### config.mk
export PLATFORM = sky130hd
export DESIGN_NAME = gshare_branch_predictor
export DESIGN_NICKNAME = d
export VERILOG_FILES = /design/src/rtl/bpu_pkg.sv /design/src/rtl/bpu_btb_array.sv /design/src/rtl/gshare_branch_predictor.sv
export SDC_FILE = /design/constraint.sdc
export NUM_CORES = 1
export LEC_CHECK = 0
export ABC_CLOCK_PERIOD_IN_PS = 8900
export CAP_MARGIN = 25
export CORE_MARGIN = 5
export CORE_UTILIZATION = 28
export CTS_CLUSTER_SIZE = 12
export DETAILED_ROUTE_END_ITERATION = 8
export SLEW_MARGIN = 20
export SYNTH_ARGS = -nofsm -noshare
export SYNTH_HDL_FRONTEND = slang
export SYNTH_SLANG_ARGS = --single-unit
export TNS_END_PERCENT = 10
### constraint.sdc
create_clock -name clk -period 8.9 [get_ports clk]
set_input_delay 1.78 -clock clk [delete_from_list [all_inputs] [get_ports clk]]
set_output_delay 1.78 -clock clk [all_outputs]
set_load 0.01 [all_outputs]
### src/rtl/bpu_pkg.sv
// Shared counter encodings and saturating helpers
// for the gshare branch predictor.
package bpu_pkg;

   localparam logic [1:0] SNT = 2'b00;
   localparam logic [1:0] WNT = 2'b01;
   localparam logic [1:0] WT  = 2'b10;
   localparam logic [1:0] ST  = 2'b11;

   function automatic logic [1:0] ctr_next(
      input logic [1:0] c,
      input logic       taken
   );
      if (taken)
         return (c == ST) ? ST : c + 2'd1;
      else
         return (c == SNT) ? SNT : c - 2'd1;
   endfunction

   function automatic logic [15:0] sat_inc16(
      input logic [15:0] v
   );
      return (v == 16'hFFFF) ? v : v + 16'd1;
   endfunction

endpackage

### src/rtl/bpu_btb_array.sv
// BTB storage: valid/tag/target with combinational read,
// synchronous write, invalidate and synchronous active-low reset.
module bpu_btb_array #(
   parameter int ENTRIES = 16,
   parameter int TAG_W   = 6,
   parameter int DATA_W  = 12,
   localparam int IW     = $clog2(ENTRIES)
) (
   input  logic              clk,
   input  logic              reset,
   input  logic [IW-1:0]     rd_idx,
   output logic              rd_valid,
   output logic [TAG_W-1:0]  rd_tag,
   output logic [DATA_W-1:0] rd_data,
   input  logic              wr_en,
   input  logic [IW-1:0]     wr_idx,
   input  logic [TAG_W-1:0]  wr_tag,
   input  logic [DATA_W-1:0] wr_data,
   input  logic              inv_en,
   input  logic [IW-1:0]     inv_idx
);

   logic [ENTRIES-1:0] valid;
   logic [TAG_W-1:0]   tag  [ENTRIES];
   logic [DATA_W-1:0]  data [ENTRIES];

   assign rd_valid = valid[rd_idx];
   assign rd_tag   = tag[rd_idx];
   assign rd_data  = data[rd_idx];

   // Valid bits: cleared on reset, set on write, cleared on invalidate
   always_ff @(posedge clk) begin
      if (!reset) begin
         valid <= '0;
      end else if (wr_en) begin
         valid[wr_idx] <= 1'b1;
      end else if (inv_en) begin
         valid[inv_idx] <= 1'b0;
      end
   end

   // Tag/target payload; only meaningful while valid is set
   always_ff @(posedge clk) begin
      if (reset && wr_en) begin
         tag[wr_idx]  <= wr_tag;
         data[wr_idx] <= wr_data;
      end
   end

endmodule

### src/rtl/gshare_branch_predictor.sv
// Tagged BTB + 2-bit counter predictor with perf counters.
// Optional gshare indexing: GSHARE_BRANCH_PREDICTOR_GSHARE_EN.
module gshare_branch_predictor
   import bpu_pkg::*;
#(
   parameter int         PC_W        = 12,
   parameter int         BTB_ENTRIES = 16,
   parameter int         BHT_ENTRIES = 64,
   parameter int         GHR_W       = 6,
   parameter logic [1:0] CTR_INIT    = WNT
) (
   input  logic            clk,
   input  logic            reset,
   input  logic [PC_W-1:0] pc_in,
   output logic            predict_taken,
   output logic            btb_hit,
   output logic [PC_W-1:0] predict_target,
   output logic [GHR_W-1:0] pred_ghr,
   input  logic            upd_valid,
   input  logic [PC_W-1:0] upd_pc,
   input  logic            upd_is_branch,
   input  logic            upd_taken,
   input  logic [PC_W-1:0] upd_target,
   input  logic            upd_pred_taken,
   input  logic [PC_W-1:0] upd_pred_target,
   input  logic            upd_btb_hit,
   input  logic [GHR_W-1:0] upd_ghr,
   output logic            actual_taken,
   output logic            bpu_correct,
   output logic            mispredict,
   output logic [15:0]     branch_cnt,
   output logic [15:0]     mispred_cnt
);

   localparam int BTB_IW = $clog2(BTB_ENTRIES);
   localparam int BHT_IW = $clog2(BHT_ENTRIES);
   localparam int TAG_W  = PC_W - BTB_IW - 2;

   logic [BTB_IW-1:0] lk_btb_idx;
   logic [TAG_W-1:0]  lk_tag;
   logic [BTB_IW-1:0] up_btb_idx;
   logic [TAG_W-1:0]  up_tag;
   logic [BHT_IW-1:0] lk_pidx;
   logic [BHT_IW-1:0] up_pidx;
   logic [BHT_IW-1:0] lk_bidx;
   logic [BHT_IW-1:0] up_bidx;

   logic              rd_valid;
   logic [TAG_W-1:0]  rd_tag;
   logic [PC_W-1:0]   rd_target;

   logic [1:0]        bht [BHT_ENTRIES];

   logic              res_branch;
   logic              btb_wr;
   logic              btb_inv;
   logic              unused_bits;

   assign lk_btb_idx = pc_in[BTB_IW+1:2];
   assign lk_tag     = pc_in[PC_W-1:BTB_IW+2];
   assign up_btb_idx = upd_pc[BTB_IW+1:2];
   assign up_tag     = upd_pc[PC_W-1:BTB_IW+2];
   assign lk_pidx    = pc_in[BHT_IW+1:2];
   assign up_pidx    = upd_pc[BHT_IW+1:2];

`ifdef GSHARE_BRANCH_PREDICTOR_GSHARE_EN
   logic [GHR_W-1:0] ghr;

   assign lk_bidx  = lk_pidx ^ BHT_IW'(ghr);
   assign up_bidx  = up_pidx ^ BHT_IW'(upd_ghr);
   assign pred_ghr = ghr;

   // Non-speculative history: shifts only on resolved branches
   always_ff @(posedge clk) begin
      if (!reset)
         ghr <= '0;
      else if (res_branch)
         ghr <= GHR_W'({ghr, actual_taken});
   end

   assign unused_bits = ^{pc_in[1:0], upd_pc[1:0]};
`else
   assign lk_bidx  = lk_pidx;
   assign up_bidx  = up_pidx;
   assign pred_ghr = '0;

   assign unused_bits = ^{pc_in[1:0], upd_pc[1:0], upd_ghr};
`endif

   assign res_branch = upd_valid && upd_is_branch;
   assign btb_wr     = res_branch && upd_taken;
   assign btb_inv    = upd_valid && !upd_is_branch && upd_btb_hit;

   bpu_btb_array #(
      .ENTRIES (BTB_ENTRIES),
      .TAG_W   (TAG_W),
      .DATA_W  (PC_W)
   ) u_btb (
      .clk      (clk),
      .reset    (reset),
      .rd_idx   (lk_btb_idx),
      .rd_valid (rd_valid),
      .rd_tag   (rd_tag),
      .rd_data  (rd_target),
      .wr_en    (btb_wr),
      .wr_idx   (up_btb_idx),
      .wr_tag   (up_tag),
      .wr_data  (upd_target),
      .inv_en   (btb_inv),
      .inv_idx  (up_btb_idx)
   );

   // Lookup: hit needs valid entry with matching tag
   always_comb begin
      btb_hit        = rd_valid && (rd_tag == lk_tag);
      predict_target = btb_hit ? rd_target : '0;
      predict_taken  = btb_hit && bht[lk_bidx][1];
   end

   // Resolution judgement on the EX/MEM instruction
   always_comb begin
      actual_taken = res_branch && upd_taken;
      bpu_correct  = !upd_valid ||
                     ((upd_pred_taken == actual_taken) &&
                      (!actual_taken ||
                       (upd_pred_target == upd_target)));
      mispredict   = upd_valid && !bpu_correct;
   end

   // Direction counters, trained on every resolved branch
   always_ff @(posedge clk) begin
      if (!reset) begin
         for (int i = 0; i < BHT_ENTRIES; i++)
            bht[i] <= CTR_INIT;
      end else if (res_branch) begin
         bht[up_bidx] <= ctr_next(bht[up_bidx], upd_taken);
      end
   end

   // Saturating performance counters
   always_ff @(posedge clk) begin
      if (!reset) begin
         branch_cnt  <= '0;
         mispred_cnt <= '0;
      end else begin
         if (res_branch)
            branch_cnt <= sat_inc16(branch_cnt);
         if (mispredict)
            mispred_cnt <= sat_inc16(mispred_cnt);
      end
   end

endmodule

==> flow_metrics.env <==
export IMPL_status="completed"
export IMPL_numCtsBuffers=49
export IMPL_setup_viol=0
export IMPL_postSynthCellCount=1292
export IMPL_wl_per_cell_um=21.6
export IMPL_ir_drop_mv=0.130
export IMPL_dp_hpwl_mm=30.9
export IMPL_gr_total_overflow=0
export IMPL_die_height_um=279
export IMPL_period_share_pct=78.6
export IMPL_vias_per_cell=4.97
export IMPL_num_io_pins=116
export IMPL_drc=0
export IMPL_worst_pin_slew_ns=1.06
export IMPL_arrival_ns=5.22
export IMPL_grt_max_degree=83
export IMPL_grt_use_total_pct=12.9
export IMPL_wl_mm=50.8
export IMPL_path_max_fanout=55
export IMPL_crit_path_start_kind="primary input"
export IMPL_final_util_pct=33.2
export IMPL_io_buffers=99
export IMPL_cts_setup_buffers=0
export IMPL_fin_skew_ns=0.00964
export IMPL_ys_warn_count=0
export IMPL_drt_iter0_markers=996
export IMPL_finalHoldViolCount=0
export IMPL_num_vias=11716
export IMPL_areaGrowthSynthToFinish_pct=17.5
export IMPL_cts_max_path_buffers=3
export IMPL_dr_pass1_iters=5
export IMPL_fin_nets=1441
export IMPL_globalplace_congestion=0.745
export IMPL_tns_ns=0
export IMPL_max_freq_ghz=0.143
export IMPL_die_area_mm2=0.0777
export IMPL_required_ns=7.12
export IMPL_max_cap_viol_count=0
export IMPL_avgSynthCellArea_um2=15.7
export IMPL_antenna_found_initial=1
export IMPL_cts_resized=0
export IMPL_synth_cell_type_count=45
export IMPL_clockRootBuffer="clkbuf_16"
export IMPL_synth_flop_cell="edfxtp_1"
export IMPL_finalMaxSlewViolations=0
export IMPL_hold_slack_ns=0.502
export IMPL_cts_tree="done"
export IMPL_clk_insertion_delay_late_ns=0.59
export IMPL_grt_setup_unrepaired="no"
export IMPL_power_density_mw_per_mm2=196
export IMPL_cts_max_level=2
export IMPL_fp_dieW_um=279
export IMPL_ys_seq_area_share_pct=66.5
export IMPL_start_util_pct=28.2
export IMPL_cts_clk_slew_worst_paths_ns=0.06
export IMPL_hold_buffers=0
export IMPL_diodes=0
export IMPL_yosys_register_bits=464
export IMPL_synth_edff_count=416
export IMPL_hold_path_class="register to register"
export IMPL_rows=98
export IMPL_core_area_mm2=0.0716
export IMPL_slew_headroom_pct=29.3
export IMPL_ant_nets=0
export IMPL_grt_pass1_wl_mm=76.5
export IMPL_clock_sinks=464
export IMPL_drive_gt1_share_pct=18.8
export IMPL_p_leak_uw=0.00714
export IMPL_synthArstFlopShare_pct=0
export IMPL_end_kind="primary output"
export IMPL_grt_pass1_vias=12099
export IMPL_path_class="primary input to primary output"
export IMPL_fin_crit_ns=7.00
export IMPL_syn_area_mm2=0.0202
metrics by stage:
step	setup slack [ns]	instance area, um2	power [uW]	std cells
after floorplan	3.06	20200	2650	1297
after global placement	1.77	22200	2760	2273
after detailed placement	1.83	22200	2760	2274
after CTS	1.81	23700	4700	2355
after global routing	1.60	23800	4820	2358
final	1.90	23800	4660	2358
final timing paths:
path | depth (start not counted) | slack [ns] | startpoint | to
hold / removal | 2 | 0.50 | register | register
hold reg to reg | 2 | 0.50 | register | register
setup reg to reg | 7 | 5.54 | bht[6][1] | bht[50][0]
setup / recovery | 10 | 1.90 | pc_in[2] | predict_target[11]
metal layers:
metal  vias to the layer above  routed length [um]  track usage, %
met4                         2                1050            3.13
li1                       5194                   -               -
met1                      6091               21600            17.3
met5                         -                  17               0
met3                        66                3130            2.50
met2                       363               25100            21.7
area by class of cell:
type	count	area [um2]
inverter	7	26.3
tap	950	1190
sequential	464	13500
clock inverter	19	221
timing repair buffer	130	1220
fill	6834	47800
multi-input combinational	726	6390
clock buffer	62	1270
synth_stat cells (5+ instances only):
cell / n / share of area, %
or4_1: 11 / 0.41
nor2_1: 118 / 2.2
xor2_1: 9 / 0.39
inv_1: 7 / 0.13
mux4_2: 141 / 16
a21oi_1: 20 / 0.49
o21ai_0: 22 / 0.54
a22oi_1: 16 / 0.59
mux2i_1: 13 / 0.64
nand4_1: 11 / 0.34
buf_6: 8 / 0.45
xnor2_1: 32 / 1.4
nor3b_1: 15 / 0.56
buf_4: 9 / 0.33
nand2_1: 148 / 2.7
o31ai_1: 9 / 0.33
edfxtp_1: 416 / 62
nand3_1: 85 / 2.1
buf_2: 18 / 0.45
and3_1: 10 / 0.31
clkbuf_1: 61 / 1.1
o211ai_1: 15 / 0.56
and2_1: 5 / 0.15
dfxtp_1: 48 / 4.8
placed cells by master, fill, tap and decap left out, types with 10 or more instances in the layout:
cell type / count
clkbuf_16: 49
nor2_1: 95
nor2_4: 11
xnor2_1: 32
nor2_2: 12
edfxtp_1: 416
nand4_1: 11
mux4_2: 141
buf_4: 30
a22oi_1: 16
dfxtp_1: 48
mux2i_1: 13
o211ai_1: 15
clkbuf_1: 13
nor3b_1: 15
nand3_1: 85
a21oi_1: 20
and3_1: 10
or4_1: 11
o21ai_0: 22
clkdlybuf4s50_1: 93
nand2_1: 148
cells by family after synthesis:
kind of cell | count (synthesis) | share of synthesized area [%]
AO/OA/AOI/OAI | 94 | 3.00
buffers and inverters | 107 | 2.57
flip-flops | 464 | 66.5
other | 1 | 0.0185
adder cells (fa/ha/maj) | 4 | 0.229
XOR/XNOR | 41 | 1.78
multiplexers | 154 | 16.3
AND/OR/NAND/NOR | 427 | 9.56
report_power, final:
part,switching [uW],internal (uW),total [uW]
logic,196,124,321
registers,8.77,2390,2400
clock network,837,1100,1940
total,1040,3610,4660
flip-flops by register name (all words and copies together) (netlist names), named ones only:
register and flops:
bht 128, branch_cnt 16, mispred_cnt 16, u_btb.data 192
u_btb.tag 96
critical path: stages:
cell	delay, ns
buf_6	0.57
buf_4	0.55
mux4_2	0.57
xnor2_1	0.15
nand2_1	0.07
o211ai_1	0.17
nand3_1	0.14
buf_4	0.24
nor3b_1	0.26
clkdlybuf4s50_1	0.59
No activity file was read; power rests on OpenSTA's default activity.
